**src/rtl/decoder_scan_if.sv**
```systemverilog
// Control/status bundle between a scan controller and the decoder scan sequencer.
interface decoder_scan_if;
  logic        start;
  logic        stop;
  logic        continuous;
  logic [15:0] line_mask;
  logic [3:0]  sel;
  logic        enable_n;
  logic        sample;
  logic        done;
  logic        busy;

  modport master (
    output start, stop, continuous, line_mask,
    input  sel, enable_n, sample, done, busy
  );

  modport slave (
    input  start, stop, continuous, line_mask,
    output sel, enable_n, sample, done, busy
  );
endinterface

```
**src/rtl/decoder_scan_sequencer.sv**
```systemverilog
// Sweeps a 4-to-16 active-low decoder through a masked subset of lines with
// per-line dwell, optional blanking gaps, sample strobes and end-of-sweep pulses.
module decoder_scan_sequencer #(
  parameter int DWELL = 4,
  parameter int GAP   = 1
) (
  input  logic           clk,
  input  logic           reset,
  decoder_scan_if.slave  bus
);

  localparam int DW = (DWELL > 1) ? $clog2(DWELL) : 1;
  localparam int GW = (GAP > 1) ? $clog2(GAP) : 1;
  localparam logic [DW-1:0] DWELL_LD = DW'(DWELL - 1);
  localparam logic [GW-1:0] GAP_LD   = GW'((GAP > 0) ? GAP - 1 : 0);

  typedef enum logic [1:0] {S_IDLE, S_DRIVE, S_GAP} state_e;

  state_e        state_q, state_d;
  logic [3:0]    sel_q, sel_d, pend_q, pend_d;
  logic [DW-1:0] dwell_q, dwell_d;
  logic [GW-1:0] gap_q, gap_d;
  logic [15:0]   mask_q, mask_d;
  logic          en_n_q, sample_q, done_q, busy_q;
  logic          sample_d, done_d;

  // {found, index} of the lowest set bit of m at or above 'from' (from=16 finds nothing)
  function automatic logic [4:0] first_from(input logic [15:0] m, input logic [4:0] from);
    logic [4:0] r;
    r = '0;
    for (int i = 15; i >= 0; i--)
      if (m[i] && (5'(i) >= from)) r = {1'b1, 4'(i)};
    return r;
  endfunction

  logic [4:0] nxt, wrap, after_d;
  logic       go;
  logic [3:0] tgt;

  always_comb begin
    state_d = state_q;
    sel_d   = sel_q;
    pend_d  = pend_q;
    dwell_d = dwell_q;
    gap_d   = gap_q;
    mask_d  = mask_q;
    go      = 1'b0;
    tgt     = '0;
    nxt     = first_from(mask_q, {1'b0, sel_q} + 5'd1);
    wrap    = first_from(bus.line_mask, 5'd0);

    case (state_q)
      S_IDLE: begin
        if (bus.start && !bus.stop && (bus.line_mask != '0)) begin
          mask_d  = bus.line_mask;
          sel_d   = wrap[3:0];
          dwell_d = DWELL_LD;
          state_d = S_DRIVE;
        end
      end
      S_DRIVE: begin
        if (bus.stop) begin
          state_d = S_IDLE;
        end else if (dwell_q != '0) begin
          dwell_d = dwell_q - 1'b1;
        end else begin
          if (nxt[4]) begin
            go  = 1'b1;
            tgt = nxt[3:0];
          end else if (bus.continuous) begin
            // wrap re-captures the mask; an empty mask ends the run
            mask_d = bus.line_mask;
            go     = wrap[4];
            tgt    = wrap[3:0];
          end
          if (!go) begin
            state_d = S_IDLE;
          end else if (GAP > 0) begin
            state_d = S_GAP;
            gap_d   = GAP_LD;
            pend_d  = tgt;
          end else begin
            sel_d   = tgt;
            dwell_d = DWELL_LD;
          end
        end
      end
      S_GAP: begin
        if (bus.stop) begin
          state_d = S_IDLE;
        end else if (gap_q == '0) begin
          sel_d   = pend_q;
          dwell_d = DWELL_LD;
          state_d = S_DRIVE;
        end else begin
          gap_d = gap_q - 1'b1;
        end
      end
      default: state_d = S_IDLE;
    endcase

    // strobes are decided one edge early so they line up with the last dwell cycle
    after_d  = first_from(mask_d, {1'b0, sel_d} + 5'd1);
    sample_d = (state_d == S_DRIVE) && (dwell_d == '0);
    done_d   = sample_d && !after_d[4];
  end

  always_ff @(posedge clk) begin
    if (reset) begin
      state_q  <= S_IDLE;
      sel_q    <= '0;
      pend_q   <= '0;
      dwell_q  <= '0;
      gap_q    <= '0;
      mask_q   <= '0;
      en_n_q   <= 1'b1;
      sample_q <= 1'b0;
      done_q   <= 1'b0;
      busy_q   <= 1'b0;
    end else begin
      state_q  <= state_d;
      sel_q    <= sel_d;
      pend_q   <= pend_d;
      dwell_q  <= dwell_d;
      gap_q    <= gap_d;
      mask_q   <= mask_d;
      en_n_q   <= (state_d != S_DRIVE);
      sample_q <= sample_d;
      done_q   <= done_d;
      busy_q   <= (state_d != S_IDLE);
    end
  end

  assign bus.sel      = sel_q;
  assign bus.enable_n = en_n_q;
  assign bus.sample   = sample_q;
  assign bus.done     = done_q;
  assign bus.busy     = busy_q;

endmodule

```
**src/flat_wrapper.sv**
```systemverilog
// flat-port wrapper written by rule: the top's interface ports become plain ports
module decoder_scan_sequencer_flat 
#(
  parameter int DWELL = 4,
  parameter int GAP   = 1
)
  (clk, reset, bus_start, bus_stop, bus_continuous, bus_line_mask, bus_sel, bus_enable_n, bus_sample, bus_done, bus_busy);
  decoder_scan_if bus_i ();
  input  logic clk;
  input  logic reset;
  input wire logic [$bits(bus_i.start)-1:0] bus_start;
  input wire logic [$bits(bus_i.stop)-1:0] bus_stop;
  input wire logic [$bits(bus_i.continuous)-1:0] bus_continuous;
  input wire logic [$bits(bus_i.line_mask)-1:0] bus_line_mask;
  output wire logic [$bits(bus_i.sel)-1:0] bus_sel;
  output wire logic [$bits(bus_i.enable_n)-1:0] bus_enable_n;
  output wire logic [$bits(bus_i.sample)-1:0] bus_sample;
  output wire logic [$bits(bus_i.done)-1:0] bus_done;
  output wire logic [$bits(bus_i.busy)-1:0] bus_busy;
  assign bus_i.start = bus_start;
  assign bus_i.stop = bus_stop;
  assign bus_i.continuous = bus_continuous;
  assign bus_i.line_mask = bus_line_mask;
  assign bus_sel = bus_i.sel;
  assign bus_enable_n = bus_i.enable_n;
  assign bus_sample = bus_i.sample;
  assign bus_done = bus_i.done;
  assign bus_busy = bus_i.busy;
  decoder_scan_sequencer #(.DWELL(DWELL), .GAP(GAP)) u_core (.clk(clk), .reset(reset), .bus(bus_i));
endmodule
```
**config.mk**
```make
export PLATFORM = sky130hd
export DESIGN_NAME = decoder_scan_sequencer_flat
export DESIGN_NICKNAME = d
export VERILOG_FILES = /design/src/rtl/decoder_scan_if.sv /design/src/rtl/decoder_scan_sequencer.sv /design/src/flat_wrapper.sv
export SDC_FILE = /design/constraint.sdc
export NUM_CORES = 1
export LEC_CHECK = 0
export ABC_AREA = 1
export CORE_MARGIN = 1.5
export CORE_UTILIZATION = 45
export CTS_CLUSTER_SIZE = 24
export DETAILED_ROUTE_END_ITERATION = 16
export HOLD_SLACK_MARGIN = 0.15
export PLACE_DENSITY = 0.75
export RECOVER_POWER = 25
export REMOVE_ABC_BUFFERS = 1
export SLEW_MARGIN = 15
export SYNTH_ARGS = -nofsm -noshare
export SYNTH_HDL_FRONTEND = slang
export SYNTH_SLANG_ARGS = --single-unit
```
**constraint.sdc**
```tcl
create_clock -name clk -period 4.91 [get_ports clk]
set_clock_uncertainty 0.15 [all_clocks]
set_input_delay 1.473 -clock clk [delete_from_list [all_inputs] [get_ports clk]]
set_output_delay 1.473 -clock clk [all_outputs]
set_load 0.01 [all_outputs]
```
# Yosys cells after proc, flatten, opt, wreduce, memory -nomap -nowiden

Index checks and enable logic that the tools add are counted.

Order comparisons: 32
Add/sub/neg operators: 4
Multiplexer cells: 84
Eq/ne operators: 8
Bitwise logic cells: 2
Reductions and logical operators: 46

Operator list:

| cell                                                | number |
|---|---|
| two-way mux 5 bit                                   | 48 |
| >= comparator 4 x 5 -> 1 bit (first input constant) | 16 |
| two-way mux 16 bit                                  | 5 |
| >= comparator 3 x 5 -> 1 bit (first input constant) | 8 |
| logical AND 1 bit                                   | 36 |
| case mux 16 bit (2 select lines)                    | 1 |
| two-way mux 2 bit                                   | 11 |
| >= comparator 1 x 5 -> 1 bit (first input constant) | 4 |
| >= comparator 2 x 5 -> 1 bit (first input constant) | 4 |
| two-way mux 4 bit                                   | 5 |
| nonzero test 16 bit                                 | 1 |
| case mux 2 bit (3 select lines)                     | 2 |
| adder 4 x 1 -> 5 bit (second input constant)        | 2 |
| two-way mux 1 bit                                   | 10 |
| case mux 4 bit (2 select lines)                     | 1 |
| != test 2 bit (second input constant)               | 3 |
| nonzero test 2 bit                                  | 3 |
| AND reduction 5 bit                                 | 1 |
| == test 2 x 1 -> 1 bit (second input constant)      | 2 |
| zero test 2 bit                                     | 2 |
| != test 2 x 1 -> 1 bit (second input constant)      | 2 |
| AND reduction 4 bit                                 | 1 |
| == test 2 bit (second input constant)               | 1 |
| zero test 1 bit                                     | 2 |
| 4 further kinds                                     | 5 |

Bits of input ports: 21
Output and inout bits: 8
Bits in registers: 33
Logic and storage cells: 186

# Longest topological paths before layout

Gate-level depths: netlist of the first run.

Depth after elaboration: 42
Mapped depth: 31
Mapped depth without buffers: 31

# Least setup slack after synthesis of the first run

OpenSTA, ideal clock, no wires.

Path kind: input to register
From: input bus_line_mask[12]
To: register u_core.done_q (netlist: u_core.bus.done)
Buffers on the path: 1
Stages on the path: 22
Arrival: 3.888 ns
Data required time: 4.698 ns
Setup slack: 0.810 ns
Setup time: 0.062 ns
Cells stage by stage: nor2_1 nand3_1 or2_1 o21ai_1 buf_4 nand2_2 o22ai_1 inv_1 nand2_2 inv_1 ha_1 inv_1 or2_2 nand2_1 nand2_1 nand2_1 nand2_1 nand2_1 nand2_1 nor2_1 nand2_1 nor2_2

Cells in the longest elaborated chain, start to end: 36
Elaborated cells between the ends (all ways): 89
Those cells by class: add/sub: 1; order compare: 16; eq/ne: 1; mux: 49; reduce/logical: 22

Ends and longest elaborated chain:

| what                              | line                          | text |
|---|---|---|
| start: declaration                | flat_wrapper.sv:14            | `input wire logic [$bits(bus_i.line_mask)-1:0] bus_line_mask;` |
| two-way mux 5 bit (13 in series)  | decoder_scan_sequencer.sv:32  | `if (m[i] && (5'(i) >= from)) r = {1'b1, 4'(i)};` |
| two-way mux 4 bit *               | decoder_scan_sequencer.sv:54  | `if (bus.start && !bus.stop && (bus.line_mask != '0)) begin` |
| case mux 4 bit (2 select lines) * | decoder_scan_sequencer.sv:52  | `case (state_q)` |
| via u_core.sel_d[0]               | decoder_scan_sequencer.sv:20  | `logic [3:0] sel_q, sel_d, pend_q, pend_d;` |
| adder 4 x 1 -> 5 bit *            | decoder_scan_sequencer.sv:103 | `after_d = first_from(mask_d, {1'b0, sel_d} + 5'd1);` |
| >= comparator 4 x 5 -> 1 bit      | decoder_scan_sequencer.sv:32  |  |
| logical AND 1 bit                 | decoder_scan_sequencer.sv:32  |  |
| two-way mux 5 bit (15 in series)  | decoder_scan_sequencer.sv:32  |  |
| two-way mux 5 bit *               | decoder_scan_sequencer.sv:32  |  |
| zero test 1 bit *                 | decoder_scan_sequencer.sv:105 | `done_d = sample_d && !after_d[4];` |
| logical AND 1 bit *               | decoder_scan_sequencer.sv:105 |  |
| end signal: assignment            | decoder_scan_sequencer.sv:129 | `done_q <= done_d;` |
| end: declaration                  | decoder_scan_sequencer.sv:24  | `logic en_n_q, sample_q, done_q, busy_q;` |

The timed path passes the listed nets; every way through them passes the cells marked *. The select of a mux whose other input is x is not followed.
A chain may end at the register's enable or synchronous reset.

# Worst setup path after layout of the first run

Same ends and word-level chain as after synthesis.

==> impl_metrics.json, run 1 <==
{
  "status": "completed",
  "yosys_warnings": 0,
  "final_common_cell": "nand2_1",
  "critPathLaunchType": "input pin",
  "clkPwrFrac": 0.247,
  "cpMostUsedCell": "nand2_1",
  "grt_pass1_vias": 2934,
  "max_slew_margin": 0.454,
  "switching_share": 0.385,
  "leakagePower_uw": 0.00171,
  "avgSynthCellArea_um2": 5.91,
  "drt_pre_antenna_iters": 5,
  "arrival_ps": 4610,
  "slowest_stage": "clkdlybuf4s50_1",
  "grt_max_degree": 25,
  "viasPerCell": 5.55,
  "grt_overflow": 0,
  "crit_type": "input pin to register",
  "endpoint_kind": "register",
  "nets": 554,
  "hold_buffers": 0,
  "worst-path-buf-inv": 4,
  "num_vias": 3340,
  "ys_ff_latch": 32,
  "synth-main-ff-cell": "dfxtp_1",
  "rows": 29,
  "clockBufferDepth": 2,
  "route.detailed.drc": 0,
  "path_cells": "clkdlybuf4s50_1, nor2_1, nand3_1, or2_1, o21ai_2, nand2_2, o22ai_1, inv_1, nand2_2, inv_1, ha_1, inv_1, or2_2, nand2_1, nand2_1, nand2_1, nand2_1, nand2_1, nand2_1, nor2_1, nand2_1, nor2_2",
  "post_drt_wl_per_cell_um": 14.5,
  "clkTransAtPathRegs_ps": 70,
  "synth_edf_count": 0,
  "setup-violations-final": 0,
  "cts-root-buf": "clkbuf_8",
  "drt_iter0_drc": 260,
  "start_util": 0.465,
  "drt-total-wl_um": 8700,
  "setup_ws_ps": 371,
  "power.internal_uw": 475,
  "fin_util": 0.530,
  "mostFrequentLayoutCells": "nand2_1 (138), inv_1 (82), nand3_1 (46)",
  "syn_area_mm2": 0.00294,
  "clk_latency_ps": 280,
  "drive_gt1_frac": 0.0971,
  "slew_viol_final": 0,
  "gp_congestion": 1.01,
  "core_mm2": 0.00631,
  "fin_crit_ps": 4540,
  "ant_nets": 0,
  "fin_crit_sh": 0.924,
  "yosysUniqueCellTypes": 44,
  "hp-class": "register to register",
  "fp.dieW_um": 83.8,
  "cts.sinks": 32,
  "worst_hold_slack_ps": 362,
  "dp.cells": 595,
  "grt_usage": 0.253,
  "peakVddDrop_mv": 0.161,
  "synth-seq-area-share": 0.218,
  "fin_cells": 602,
  "p_switching_uw": 297,
  "cp_top_family": "simple AND/OR/NAND/NOR gates",
  "die_h_um": 83.8,
  "cp_max_fo": 9,
  "rsz0062_at_grt": "no",
  "syn_inst": 497,
  "synthArstFlopShare": 0,
  "grt_pass1_wl_um": 14200,
  "io_pins": 29,
  "worstPathRequired_ps": 4980,
  "pre_cts_ws_ps": -44.9,
  "n_antenna_cell": 0,
  "fmax_mhz": 220,
  "cts_buffers": 5,
  "max_stage_delay_ps": 460,
  "hpwl_um": 6890,
  "powerDensity_mw_per_mm2": 231,
  "io_buffers": 28,
  "tightest_slew_ps": 815,
  "cts_tree": "built",
  "combPwrFrac": 0.372,
  "antenna_found_initial": 0,
  "p_seq_frac": 0.381,
  "synthToLayoutAreaGrowth_pct": 14.0,
  "htreeDepth": 2,
  "cap_violations": 0,
  "finalHoldViolCount": 0,
  "reg2reg_slack_ps": 530,
  "dieArea_mm2": 0.00702
}
path summary, 6_finish.rpt:
check | from | to | cells after the start
hold reg to reg | u_core.pend_q[3] | u_core.pend_q[3] | 2
setup / recovery | bus_line_mask[12] | u_core.bus.done | 22
setup reg to reg | u_core.bus.sel[0] | u_core.bus.done | 17
hold / removal | u_core.pend_q[3] | u_core.pend_q[3] | 2
stage by stage:
stage / power (uW) / TNS (ps) / area, um2
detailed placement: 590 / -44.9 / 3280
global placement: 589 / 0 / 3280
global route: 823 / 0 / 3350
finish: 772 / 0 / 3350
floorplan: 497 / 0 / 2870
CTS: 780 / 0 / 3360
registers in the layout, summed over array words and instances (netlist names), 2 cells and up:
name	flops
u_core.bus.sel	4
u_core.dwell_q	2
u_core.mask_q	16
u_core.pend_q	4
u_core.state_q	2
layer usage:
layer / global-route usage / wire length [um]
met1: 0.330 / 3830
met2: 0.418 / 3970
met3: 0.0455 / 647
met4: 0.0939 / 255
met5: 0 / 0
tightest hold or removal path: stages (launching register included):
cell and delay, ps:
dfxtp_1 320, nand3_1 80, o31ai_1 60
timing repair:
action	CTS	global route
setup endpoints to repair	0	1
setup buffers	0	0
hold endpoints to repair	0	0
resized for setup	0	2
cell type report:
class | instances | area [um2]
fillers | 668 | 2970
multi-input cells | 365 | 1890
flip-flops and latches | 32 | 641
inverters | 88 | 330
repair buffers | 33 | 318
well taps | 77 | 96.3
clock buffers | 6 | 72.6
clock inverters | 1 | 5.00
power groups by stage:
stage | clock network (uW) | logic [uW] | registers, uW
floorplan | 0 | 204 | 293
global placement | 0 | 290 | 299
detailed placement | 0 | 291 | 299
CTS | 194 | 293 | 294
global route | 208 | 320 | 295
finish | 191 | 287 | 294
synth_stat cells, types with 3 or more instances:
master    number  share of area
nor2_1        38          0.049
nand3_1       46          0.078
nor3_1         3         0.0051
o22ai_1        7          0.015
inv_1         82           0.10
dfxtp_1       32           0.22
ha_1           8          0.034
a22oi_1        6          0.015
o21ai_0       12          0.020
nand2_1      139           0.18
inv_2          5         0.0064
nand2_4        3          0.012
clkbuf_1       5         0.0064
a31oi_1        6          0.013
a21oi_1       34          0.058
o21ai_1        6          0.010
nor2_2         5          0.011
nand4_1        8          0.017
o211ai_1       6          0.015
nand2_2        9          0.019
nor2_4         3          0.012
o21ai_2        3         0.0089
cells by family (layout without fill, tap and decap cells):
group,after synthesis,in the layout,synth area share
buffers and inverters,100,128,0.136
AND/OR/NAND/NOR,267,267,0.427
AO/OA/AOI/OAI,90,90,0.184
adder cells (fa/ha/maj),8,8,0.0341
flip-flops,32,32,0.218
(Power assumes the default switching activity.)
==> run 2, diff against run 1 <==
--- a/config.mk
+++ b/config.mk
@@ -6,7 +6,7 @@
 export NUM_CORES = 1
 export LEC_CHECK = 0
 export ABC_AREA = 1
-export CORE_MARGIN = 1.5
+export CORE_MARGIN = 4
 export CORE_UTILIZATION = 45
 export CTS_CLUSTER_SIZE = 24
 export DETAILED_ROUTE_END_ITERATION = 16
==> impl_metrics.json, run 2 (synthesis gave the netlist of run 1 again) <==
{
  "fill_cells": 646,
  "io_buffers": 28,
  "multi_input_area_mm2": 0.00188,
  "dieArea_mm2": 0.00788,
  "peakVddDrop_mv": 0.135,
  "start_util": 0.462,
  "leakagePower_uw": 0.00172,
  "clkTransAtPathRegs_ps": 60,
  "n_antenna_cell": 0,
  "gr-usage-met2": 0.394,
  "rsz0062_at_grt": "no",
  "core_mm2": 0.00635,
  "grt_pass1_vias": 3004,
  "hpwl_um": 7310,
  "arrival_ps": 4590,
  "grt_overflow": 0,
  "cts.sinks": 32,
  "max_slew_margin": 0.517,
  "critPathLaunchType": "input pin",
  "setup_ws_ps": 392,
  "design_area_mm2": 0.00337,
  "cts_buffers": 5,
  "cts_tree": "built",
  "cts-root-buf": "clkbuf_8",
  "crit_type": "input pin to register",
  "gp_congestion": 0.961,
  "fin_crit_sh": 0.920,
  "io_pins": 29,
  "worstPathRequired_ps": 4980,
  "fp.dieW_um": 88.8,
  "drive_gt1_frac": 0.0985,
  "setup-violations-final": 0,
  "finalHoldViolCount": 0,
  "grt_usage": 0.238,
  "cpMostUsedCell": "nand2_1",
  "path_cells": "clkdlybuf4s50_1, nor2_1, nand3_1, nor2_1, inv_1, o21ai_1, buf_4, nand2_2, o22ai_1, inv_1, nand2_2, inv_1, ha_1, inv_1, or2_2, nand2_1, nand2_1, nand2_1, nand2_1, nand2_1, nand2_1, nor2_1, nand2_1, nor2_2",
  "hold_buffers": 0,
  "hp-class": "register to register",
  "drt_pre_antenna_iters": 6,
  "fin_crit_ps": 4520,
  "route.detailed.drc": 0,
  "top_usage_layer": "met2",
  "min_from": "u_core.pend_q[3]",
  "antenna_found_initial": 0,
  "postCtsResizedCells": 0,
  "slew_viol_final": 0,
  "mostFrequentLayoutCells": "nand2_1 (139), inv_1 (82), nand3_1 (46)",
  "nets": 559,
  "crit_start": "bus_line_mask[3]",
  "die_h_um": 88.8,
  "drt-total-wl_um": 9040,
  "drt_iter0_drc": 301,
  "rows": 29,
  "grt_pass1_wl_um": 14400,
  "placed_area_mm2": 0.00332,
  "pre_cts_ws_ps": 126,
  "cap_violations": 0,
  "htreeDepth": 2,
  "setup_tns_ps": 0,
  "clockBufferDepth": 2,
  "powerDensity_mw_per_mm2": 227,
  "tightest_slew_ps": 722,
  "endpoint_kind": "register",
  "cp_max_fo": 5,
  "post_drt_wl_per_cell_um": 14.9,
  "clk_latency_ps": 280,
  "grt_use_met3": 0.0419,
  "slowest_stage": "clkdlybuf4s50_1",
  "grt_max_degree": 25,
  "hold_depth": 2,
  "regMostFlops": "u_core.mask_q",
  "viasPerCell": 5.49,
  "cts_setup_buffers": 0,
  "final_common_cell": "nand2_1",
  "num_vias": 3324,
  "max_stage_delay_ps": 490,
  "totalPowerFinal_uw": 765,
  "fmax_mhz": 221,
  "timing.rr.start": "u_core.bus.sel[0]",
  "largest_reg_flops": 16,
  "status": "completed",
  "seqCellArea_um2": 641,
  "synthToLayoutAreaGrowth_pct": 14.7,
  "grt_util_met1": 0.307,
  "ant_nets": 0,
  "r2r_cells": 18
}
## run 2: metrics by stage
| step | std cells | util | hold WS, ps |
|---|---|---|---|
| finish | 605 | 0.530 | 345 |
| global route | 605 | 0.530 | 368 |
| CTS | 605 | 0.533 | 343 |
| detailed placement | 600 | 0.523 | 335 |
| global placement | 600 | 0.523 | 331 |
| floorplan | 485 | - | 306 |
## run 2: critical path: cells and delay by family
kind                       cells  cell delay (ps)
AOI/OAI and AO/OA              2              350
buffers and inverters          6             1000
and+or+nand+nor               15             1440
adders and majority gates      1              350
## run 2: per-layer routing
layer | vias to the layer above | wire (um)
met3 | 23 | 699
li1 | 1677 | -
met2 | 143 | 4040
met1 | 1481 | 4040
met4 | 0 | 263
met5 | - | 0
## run 2: cell type report
class,count,share of cell area
clock buffers,5,0.0204
well taps,77,0.0286
multi-input cells,365,0.557
inverters,88,0.0981
repair buffers,38,0.105
flip-flops and latches,32,0.190
## run 2: worst paths after layout
kind,to,slack [ps]
worst min register to register,u_core.pend_q[3],350
worst max-delay path,u_core.bus.done,390
worst max register to register,u_core.bus.done,560
worst min-delay path,u_core.pend_q[3],350
## run 2: power breakdown
group          internal (uW)  switching [uW]  leakage, uW
sequential               275            19.6     0.000262
combinational            107             185      0.00143
clock                   91.2            87.3    0.0000359
==> run 3, diff against run 2 <==
--- a/config.mk
+++ b/config.mk
@@ -11,7 +11,7 @@
 export CTS_CLUSTER_SIZE = 24
 export DETAILED_ROUTE_END_ITERATION = 16
 export HOLD_SLACK_MARGIN = 0.15
-export PLACE_DENSITY = 0.75
+export PLACE_DENSITY = 0.78
 export RECOVER_POWER = 25
 export REMOVE_ABC_BUFFERS = 1
 export SLEW_MARGIN = 15
==> constraint.sdc (replaced) <==
create_clock -name clk -period 3.7 [get_ports clk]
set_clock_uncertainty 0.15 [all_clocks]
set_input_delay 1.11 -clock clk [delete_from_list [all_inputs] [get_ports clk]]
set_output_delay 1.11 -clock clk [all_outputs]
set_load 0.01 [all_outputs]
==> impl_metrics.json, run 3 (synthesis gave the netlist of run 1 again) <==
{
  "cts.sinks": 32,
  "start_util": 0.462,
  "tightest_slew_ps": 684,
  "nets": 641,
  "htreeDepth": 2,
  "gp_congestion": 0.978,
  "drt_iter0_drc": 424,
  "clockBufferDepth": 2,
  "clkTransAtPathRegs_ps": 70,
  "crit_type": "input pin to register",
  "setup-violations-final": 0,
  "dieArea_mm2": 0.00788,
  "n_antenna_cell": 0,
  "regMostFlops": "u_core.mask_q",
  "grt_max_degree": 25,
  "post_drt_wl_per_cell_um": 15.7,
  "drt_pre_antenna_iters": 6,
  "final_common_cell": "nand2_1",
  "max_slew_margin": 0.541,
  "fp.dieW_um": 88.8,
  "hpwl_um": 7830,
  "core_mm2": 0.00635,
  "cts_tree": "built",
  "worst_hold_slack_ps": 365,
  "p_seq_frac": 0.316,
  "p_switching_uw": 461,
  "synthToLayoutAreaGrowth_pct": 42.8,
  "antenna_found_initial": 0,
  "io_buffers": 28,
  "clk_latency_ps": 290,
  "pre_cts_ws_ps": -649,
  "fin_crit_sh": 0.954,
  "die_h_um": 88.8,
  "grt_pass1_wl_um": 16600,
  "largest_reg_flops": 16,
  "critPathLaunchType": "input pin",
  "cts-root-buf": "clkbuf_8",
  "hold_buffers": 0,
  "cp_max_fo": 7,
  "status": "completed",
  "route.detailed.drc": 0,
  "totalPowerFinal_uw": 1240,
  "finalHoldViolCount": 0,
  "num_vias": 3886,
  "rows": 29,
  "drt-total-wl_um": 10900,
  "powerDensity_mw_per_mm2": 295,
  "clkPwrFrac": 0.272,
  "grt_pass1_vias": 3627,
  "ant_nets": 0,
  "grt_usage": 0.275,
  "drive_gt1_frac": 0.300,
  "arrival_ps": 3570,
  "combPwrFrac": 0.412,
  "hp-class": "register to register",
  "slew_viol_final": 0,
  "viasPerCell": 5.63,
  "cap_violations": 0,
  "endpoint_kind": "register",
  "fin_util": 0.660,
  "fmax_mhz": 283,
  "worstPathRequired_ps": 3740,
  "mostFrequentLayoutCells": "nand2_1 (132), buf_4 (90), inv_1 (70)",
  "cts_buffers": 5,
  "setup_ws_ps": 170,
  "fin_crit_ps": 3530,
  "power.internal_uw": 777,
  "leakagePower_uw": 0.00224,
  "switching_share": 0.372,
  "peakVddDrop_mv": 0.237,
  "io_pins": 29,
  "grt_overflow": 0
}
run 3: what timing repair did:
item,4_1_cts,5_1_grt
endpoints found under the hold margin,0,0
pin swaps,11,26
buffers inserted,14,7
cloned,0,1
resized for setup,32,43
setup endpoints to repair,1,3
run 3: power groups by stage:
stage | Combinational (uW) | Sequential, uW | Clock (uW)
finish | 510 | 391 | 337
floorplan | 270 | 389 | 0
global route | 558 | 392 | 354
CTS | 478 | 389 | 339
detailed placement | 458 | 396 | 0
global placement | 449 | 395 | 0
run 3: worst max-delay path: stages:
cell and delay (ps):
clkdlybuf4s50_1 430, buf_4 170, a21oi_2 190, inv_1 110, buf_4 140, a21oi_1 150, o211ai_1 210, buf_4 210
nor2_4 140, inv_2 60, nand2_4 110, nand3_1 90, nand2_1 100, inv_1 50, nand2_1 50, nand2_1 40
nand2_1 70, nor2_1 40, nand2_1 70, nor2_2 30
run 3: layout make-up:
class                           instances  area [um2]
Fill cell                             548        2160
Clock buffer                            6        72.6
Sequential cell                        32         643
Tap cell                               77        96.3
Multi-Input combinational cell        366        2050
Clock inverter                          2        35.0
Timing Repair Buffer                  119         967
Inverter                               88         330
run 3: metal layers:
| layer | GRT usage | wire, um |
|---|---|---|
| met2 | 0.470 | 5130 |
| met4 | 0.141 | 563 |
| met1 | 0.328 | 4260 |
| met5 | 0 | 0 |
| met3 | 0.0447 | 912 |
run 3: final timing paths:
check | from | endpoint | slack (ps) | depth (start not counted)
min | u_core.pend_q[3] | u_core.pend_q[3] | 360 | 2
min reg2reg | u_core.pend_q[3] | u_core.pend_q[3] | 360 | 2
max | bus_stop | u_core.bus.done | 170 | 20
max reg2reg | u_core.bus.sel[1] | u_core.bus.done | 240 | 20
run 3: through the flow:
step           setup TNS (ps)  cell area, um2  std cells
6_report                    0            4190        690
3_3_place_gp             -671            3770        660
3_5_place_dp            -1140            3770        660
2_1_floorplan            -280            2870        485
5_1_grt                 -26.7            4190        690
4_1_cts                     0            4040        682
